==> src/rtl/seg_display_ctrl.sv <==
// Multi-digit 7-segment display controller: hex or decimal (sequential double-dabble)
// presentation with leading-zero blanking, overflow dashes and whole-display blinking.
module seg_display_ctrl #(
  parameter int DIGITS    = 4,
  parameter int DATA_W    = 16,
  parameter int BLINK_DIV = 25000000
) (
  input  logic                  Clock,
  input  logic                  Reset,
  input  logic                  Load,
  input  logic [DATA_W-1:0]     Data,
  input  logic                  Mode,
  input  logic                  Blank_lz,
  input  logic                  Blink_en,
  output logic                  Busy,
  output logic                  Done,
  output logic                  Overflow,
  output logic [7*DIGITS-1:0]   HEX
);

  localparam int DW = 4 * DIGITS;
  localparam int CW = $clog2(DATA_W + 1);
  localparam int BW = $clog2(BLINK_DIV);

  localparam logic [1:0] IDLE   = 2'd0;
  localparam logic [1:0] CONV   = 2'd1;
  localparam logic [1:0] UPDATE = 2'd2;

  localparam logic [6:0] SEG_BLANK = 7'b1111111;
  localparam logic [6:0] SEG_DASH  = 7'b0111111;

  function automatic longint unsigned pow10(input int unsigned n);
    longint unsigned r;
    r = 1;
    for (int unsigned i = 0; i < n; i++) r = r * 10;
    return r;
  endfunction

  localparam longint unsigned DEC_MAX = pow10(DIGITS) - 1;

  // Active-low glyphs, bit0 = segment a .. bit6 = segment g.
  function automatic logic [6:0] seg7(input logic [3:0] v);
    case (v)
      4'h0: seg7 = 7'h40;
      4'h1: seg7 = 7'h79;
      4'h2: seg7 = 7'h24;
      4'h3: seg7 = 7'h30;
      4'h4: seg7 = 7'h19;
      4'h5: seg7 = 7'h12;
      4'h6: seg7 = 7'h02;
      4'h7: seg7 = 7'h78;
      4'h8: seg7 = 7'h00;
      4'h9: seg7 = 7'h10;
      4'hA: seg7 = 7'h08;
      4'hB: seg7 = 7'h03;
      4'hC: seg7 = 7'h46;
      4'hD: seg7 = 7'h21;
      4'hE: seg7 = 7'h06;
      default: seg7 = 7'h0E;
    endcase
  endfunction

  logic [1:0]          state_q, state_d;
  logic [CW-1:0]       cnt_q, cnt_d;
  logic [DATA_W-1:0]   bin_q, bin_d;
  logic [DW-1:0]       dig_q, dig_d;
  logic                ovf_pend_q, ovf_pend_d;
  logic                ovf_q, ovf_d;
  logic [7*DIGITS-1:0] hex_q, hex_d;
  logic                done_q, done_d;
  logic [BW-1:0]       bcnt_q, bcnt_d;
  logic                phase_q, phase_d;

  logic [63:0]         data_ext;
  logic                hex_ovf, dec_ovf;
  logic [DW-1:0]       adj;
  logic [7*DIGITS-1:0] hex_new;

  assign data_ext = 64'(Data);
  assign hex_ovf  = |(data_ext >> DW);
  assign dec_ovf  = data_ext > DEC_MAX;

  // Glyph image built from the digit register; only latched into hex_q at UPDATE.
  always_comb begin : glyph_p
    logic       lead_zero;
    logic [3:0] nib;
    lead_zero = 1'b1;
    nib       = '0;
    hex_new   = '1;
    for (int unsigned k = DIGITS; k > 0; k--) begin
      nib       = dig_q[4*(k-1) +: 4];
      lead_zero = lead_zero & (nib == 4'd0);
      if (ovf_pend_q)
        hex_new[7*(k-1) +: 7] = SEG_DASH;
      else if (Blank_lz && lead_zero && (k != 1))
        hex_new[7*(k-1) +: 7] = SEG_BLANK;
      else
        hex_new[7*(k-1) +: 7] = seg7(nib);
    end
  end

  always_comb begin
    state_d    = state_q;
    cnt_d      = cnt_q;
    bin_d      = bin_q;
    dig_d      = dig_q;
    ovf_pend_d = ovf_pend_q;
    ovf_d      = ovf_q;
    hex_d      = hex_q;
    adj        = dig_q;
    done_d     = (state_q == UPDATE);
    case (state_q)
      IDLE: begin
        if (Load) begin
          bin_d      = Data;
          cnt_d      = '0;
          ovf_pend_d = Mode ? dec_ovf : hex_ovf;
          if (Mode) begin
            dig_d   = '0;
            state_d = CONV;
          end else begin
            dig_d   = data_ext[DW-1:0];
            state_d = UPDATE;
          end
        end
      end
      CONV: begin
        // Add-3 correction then a joint left shift of the BCD:binary pair.
        for (int unsigned i = 0; i < DIGITS; i++)
          if (adj[4*i +: 4] >= 4'd5) adj[4*i +: 4] = adj[4*i +: 4] + 4'd3;
        {dig_d, bin_d} = {adj, bin_q} << 1;
        cnt_d = cnt_q + CW'(1);
        if (cnt_q == CW'(DATA_W - 1)) state_d = UPDATE;
      end
      UPDATE: begin
        ovf_d   = ovf_pend_q;
        hex_d   = hex_new;
        state_d = IDLE;
      end
      default: state_d = IDLE;
    endcase
  end

  always_comb begin
    bcnt_d  = bcnt_q + BW'(1);
    phase_d = phase_q;
    if (bcnt_q == BW'(BLINK_DIV - 1)) begin
      bcnt_d  = '0;
      phase_d = ~phase_q;
    end
  end

  always_ff @(posedge Clock or posedge Reset) begin
    if (Reset) begin
      state_q    <= IDLE;
      cnt_q      <= '0;
      bin_q      <= '0;
      dig_q      <= '0;
      ovf_pend_q <= 1'b0;
      ovf_q      <= 1'b0;
      hex_q      <= '1;
      done_q     <= 1'b0;
      bcnt_q     <= '0;
      phase_q    <= 1'b0;
    end else begin
      state_q    <= state_d;
      cnt_q      <= cnt_d;
      bin_q      <= bin_d;
      dig_q      <= dig_d;
      ovf_pend_q <= ovf_pend_d;
      ovf_q      <= ovf_d;
      hex_q      <= hex_d;
      done_q     <= done_d;
      bcnt_q     <= bcnt_d;
      phase_q    <= phase_d;
    end
  end

  assign Busy     = (state_q != IDLE);
  assign Done     = done_q;
  assign Overflow = ovf_q;
  assign HEX      = (Blink_en && phase_q) ? '1 : hex_q;

endmodule

==> config.mk <==
export PLATFORM = sky130hd
export DESIGN_NAME = seg_display_ctrl
export DESIGN_NICKNAME = d
export VERILOG_FILES = /design/src/rtl/seg_display_ctrl.sv
export SDC_FILE = /design/constraint.sdc
export NUM_CORES = 1
export LEC_CHECK = 0
export BUFFER_PORTS_ARGS = -buffer_cell sky130_fd_sc_hd__buf_2
export CORE_UTILIZATION = 59
export CTS_CLUSTER_DIAMETER = 30
export CTS_CLUSTER_SIZE = 16
export DETAILED_ROUTE_END_ITERATION = 8
export GPL_TIMING_DRIVEN = 0
export PLACE_DENSITY = 0.87
export SKIP_LAST_GASP = 1
export SLEW_MARGIN = 20
export SYNTH_ARGS = -nofsm -noshare
export SYNTH_HDL_FRONTEND = slang
export SYNTH_SLANG_ARGS = --single-unit
==> constraint.sdc <==
create_clock -name Clock -period 3.7 [get_ports Clock]
set_input_delay 0.74 -clock Clock [delete_from_list [all_inputs] [get_ports Clock]]
set_output_delay 0.74 -clock Clock [all_outputs]
set_load 0.02 [all_outputs]
==> summary.md <==
| Metric | Value |
|---|---|
| Crit path DAT | approximately 2.1 ns |
| Worst-margin pin slew | 0.585 ns |
| Filler cells | between 700 and 800 |
| Worst hold slack | ~0.28 ns |
| Main synth FF type | dfrtp_1 |
| Port Buf Inserts | between 50 and 60 |
| Sw frac | ~44% |
| Dpl ws | 1.10 ns |
| Worst Hold Class | primary input to async pin |
| Routability cong. | a little over 0.9 |
| Logic pwr share | 50.4% |
| Internal power | about 2.8 mW |
| Global Route Usage Sum | 27.7% |
| Syn avg cell area | about 9.1 um^2 |
| Lkg Pwr | 2.80 nW |
| Worst reg2reg path startpoint | dig_q[0] |
| Worst R2R End | hex_q[3] |
| Switching Power | roughly 2.2 mW |
| Cts bufs inserted | 9 |
| Synth top cells by count | dfrtp_1, nand2_1, nor2_1 |
| CP Capture Type | primary output |
| Max-slew headroom | approximately three fifths |
| FMAX | roughly 0.36 GHz |
| Largest cells by area after synthesis | dfrtp_1, dfstp_2, ha_1 |
| Die area | around 10000 um^2 |
| Yosys reg bits | 96 |
| Synthesized Nets | between 600 and 700 |
| H-tree depth | 3 |
| Leading area contributor after synthesis | dfrtp_1 |
| Post-CTS Setup Bufs | 0 |
| Post-Route WL | between 10 and 15 mm |
| Setup Crit Path Kind | flip-flop to primary output |
| Cell row count | 35 |
| Share of post-route cells with drive strength above 1 | 19.1% |
| Ports | 53 |
| Post-synth EDFFs | 0 |
| R2r worst-path depth | 7 |
| Syn Std Cell Area | ~5600 um^2 |
| Clk sink count | between 90 and 100 |
| PwrDens | between 700 and 800 nW/um^2 |
| Grt total ovfl | 0 |
| CTS root buf | clkbuf_8 |
| Status | completed |
| Dpl hpwl | 9.60 mm |
| Top-area cell type share of the netlist area | 30.2% |
| Setup TNS Final | 0 ns |
| Remaining DRCs | 0 |
| Cells resized by post-CTS repair | 0 |
| Clock network power share | around 14% |
| Setup-failing EPs final | 0 |
| Crit start category | flip-flop |
| Hold Violations, Final | 0 |
| Chip Height | ~100 um |
| Largest net degree at the start of global routing | about 80 |
| Crit path launch | state_q[0] |
| Area growth, synth to finish | 11.5% |
| Nets@finish | roughly 740 |
| Seq/Total Area, Yosys | around 43% |
| TritonCTS clock tree | done |
| Final Cycle Share | 75.3% |
| R2R setup slack | around 1.7 ns |
| First-pass GRT wire length | 21.9 mm |
| Worst setup path end | Busy |
| Post-DRT Antenna Nets | 0 |
| WP data required | slightly below 3 ns |
| Max-slew violations | 0 |
| Multi-input gate area | roughly 3000 um^2 |
| Clock Skews | around 0.015 ns |
| Die W | between 90 and 100 um |
| Slack of the critical path | 0.914 ns |
| Clock Pin Slew Worst Setup and Hold Paths | roughly 0.10 ns |
| Total Power | 4.95 mW |
| Warnings from Yosys | 0 |
| N_diodes | 0 |
| Number of global-route vias before repair | between 4k and 5k |
| Share of synthesized registers carrying an async set or reset | 100% |
| Critical Path Fanout Max | 10 |
| FF+latch area | 2440 um^2 |
| Placed inst area | 6100 um^2 |
| Vias per Instance | roughly 5.9 |
| Peak supply drop | ~0.00039 V |
| DRT iter0 DRCs | between 200 and 300 |
| Cts-stage hold buffer count | 0 |
| Core Area | roughly 9000 um^2 |
| Cells after Synth | about 620 |
| Cell variety after synth | 60 |
| RSZ-0062 raised after global routing | false |
| Initial antenna violation count | 0 |
| Max_cap viols | 0 |
| Final instance area | around 6300 um^2 |
| Worst-case clock buffer depth | 2 |
| 1st-pass router iterations | 7 |
| Sequential Power Share | between 30% and 40% |
| Worst skew pair latency | 0.37 ns |
| Count leader, synth | dfrtp_1 |
| Minimum clock period | roughly 2.8 ns |
| Initial Util | 61.1% |
| Routed via count | between 4k and 5k |
| WL/cell | approximately 16 um |
==> flip-flops by register name, indices dropped and copies added, names as in the netlist <==
signal and cells:
hex_q 28, bcnt_q 25, bin_q 16, dig_q 16, cnt_q 5, state_q 2, Done 1, Overflow 1
ovf_pend_q 1, phase_q 1
==> routing by layer <==
| layer | vias up | routed length (um) | GRT usage (%) |
|---|---|---|---|
| met3 | 20 | 806 | 4.60 |
| met4 | 0 | 183 | 8.48 |
| met5 | - | 0 | 0 |
| met2 | 177 | 6530 | 47.6 |
| met1 | 2316 | 5660 | 36.0 |
| li1 | 2290 | - | - |
==> how the worst min path moves through the flow <==
| stage | startpoint | to | slack (ns) |
|---|---|---|---|
| 3_3_place_gp | hex_q[3] | hex_q[3] | 0.45 |
| 3_5_place_dp | hex_q[2] | hex_q[2] | 0.45 |
| 4_1_cts | Reset | dig_q[14] | 0.28 |
| 6_report | Reset | dig_q[14] | 0.28 |
| 5_1_grt | Reset | cnt_q[2] | 0.27 |
| 2_1_floorplan | hex_q[2] | hex_q[2] | 0.44 |
==> power groups by stage <==
stage          Sequential (mW)  Combinational, mW  Clock [mW]
6_report                  1.77               2.50       0.687
5_1_grt                   1.81               2.76       0.737
4_1_cts                   1.76               2.46       0.692
3_5_place_dp              1.78               2.44           0
3_3_place_gp              1.75               2.33           0
2_1_floorplan             1.70               1.86           0
==> critical path, cell delays in order, from the launching register on <==
cell and delay (ns):
dfrtp_1 0.42, clkbuf_1 0.31, clkbuf_1 0.36, buf_2 0.30, or2_2 0.14, buf_2 0.15
==> area by class of cell <==
cell class	instances	area share (%)
buffer	36	2.37
clock buffer	10	2.19
clock inverter	6	0.915
inverter	20	1.27
multi-input combinational	471	47.4
sequential	96	38.7
tap	129	2.57
timing repair buffer	53	4.57
==> logic make-up (layout without fill, tap and decap cells) <==
group	after synthesis	count (layout)	share of synthesized area, %
flops	96	96	43.2
simple gates	245	245	23.0
compound gates	159	159	16.5
fa+ha+maj	27	27	5.99
buf+inv	56	125	3.97
xor+xnor	26	26	4.04
mux	14	14	3.24
==> per-stage QoR <==
step / util [%] / cells
floorplan: - / 623
global placement: 65.6 / 804
detailed placement: 66.0 / 805
CTS: 68.1 / 821
global route: 68.1 / 821
finish: 68.1 / 821
==> placed cells by master (no fill, tap or decap), types with 12 or more instances in the layout <==
master / n
nor2_1: 57
xnor2_1: 12
xor2_1: 14
a31oi_1: 12
ha_1: 27
dfrtp_1: 68
and3b_1: 12
clkbuf_1: 27
dfstp_2: 28
buf_2: 57
nand2b_1: 37
inv_1: 18
nand2_1: 65
o21ai_0: 53
nand3_1: 16
a21oi_1: 51
Note: power is estimated with default switching activity, not from simulation.
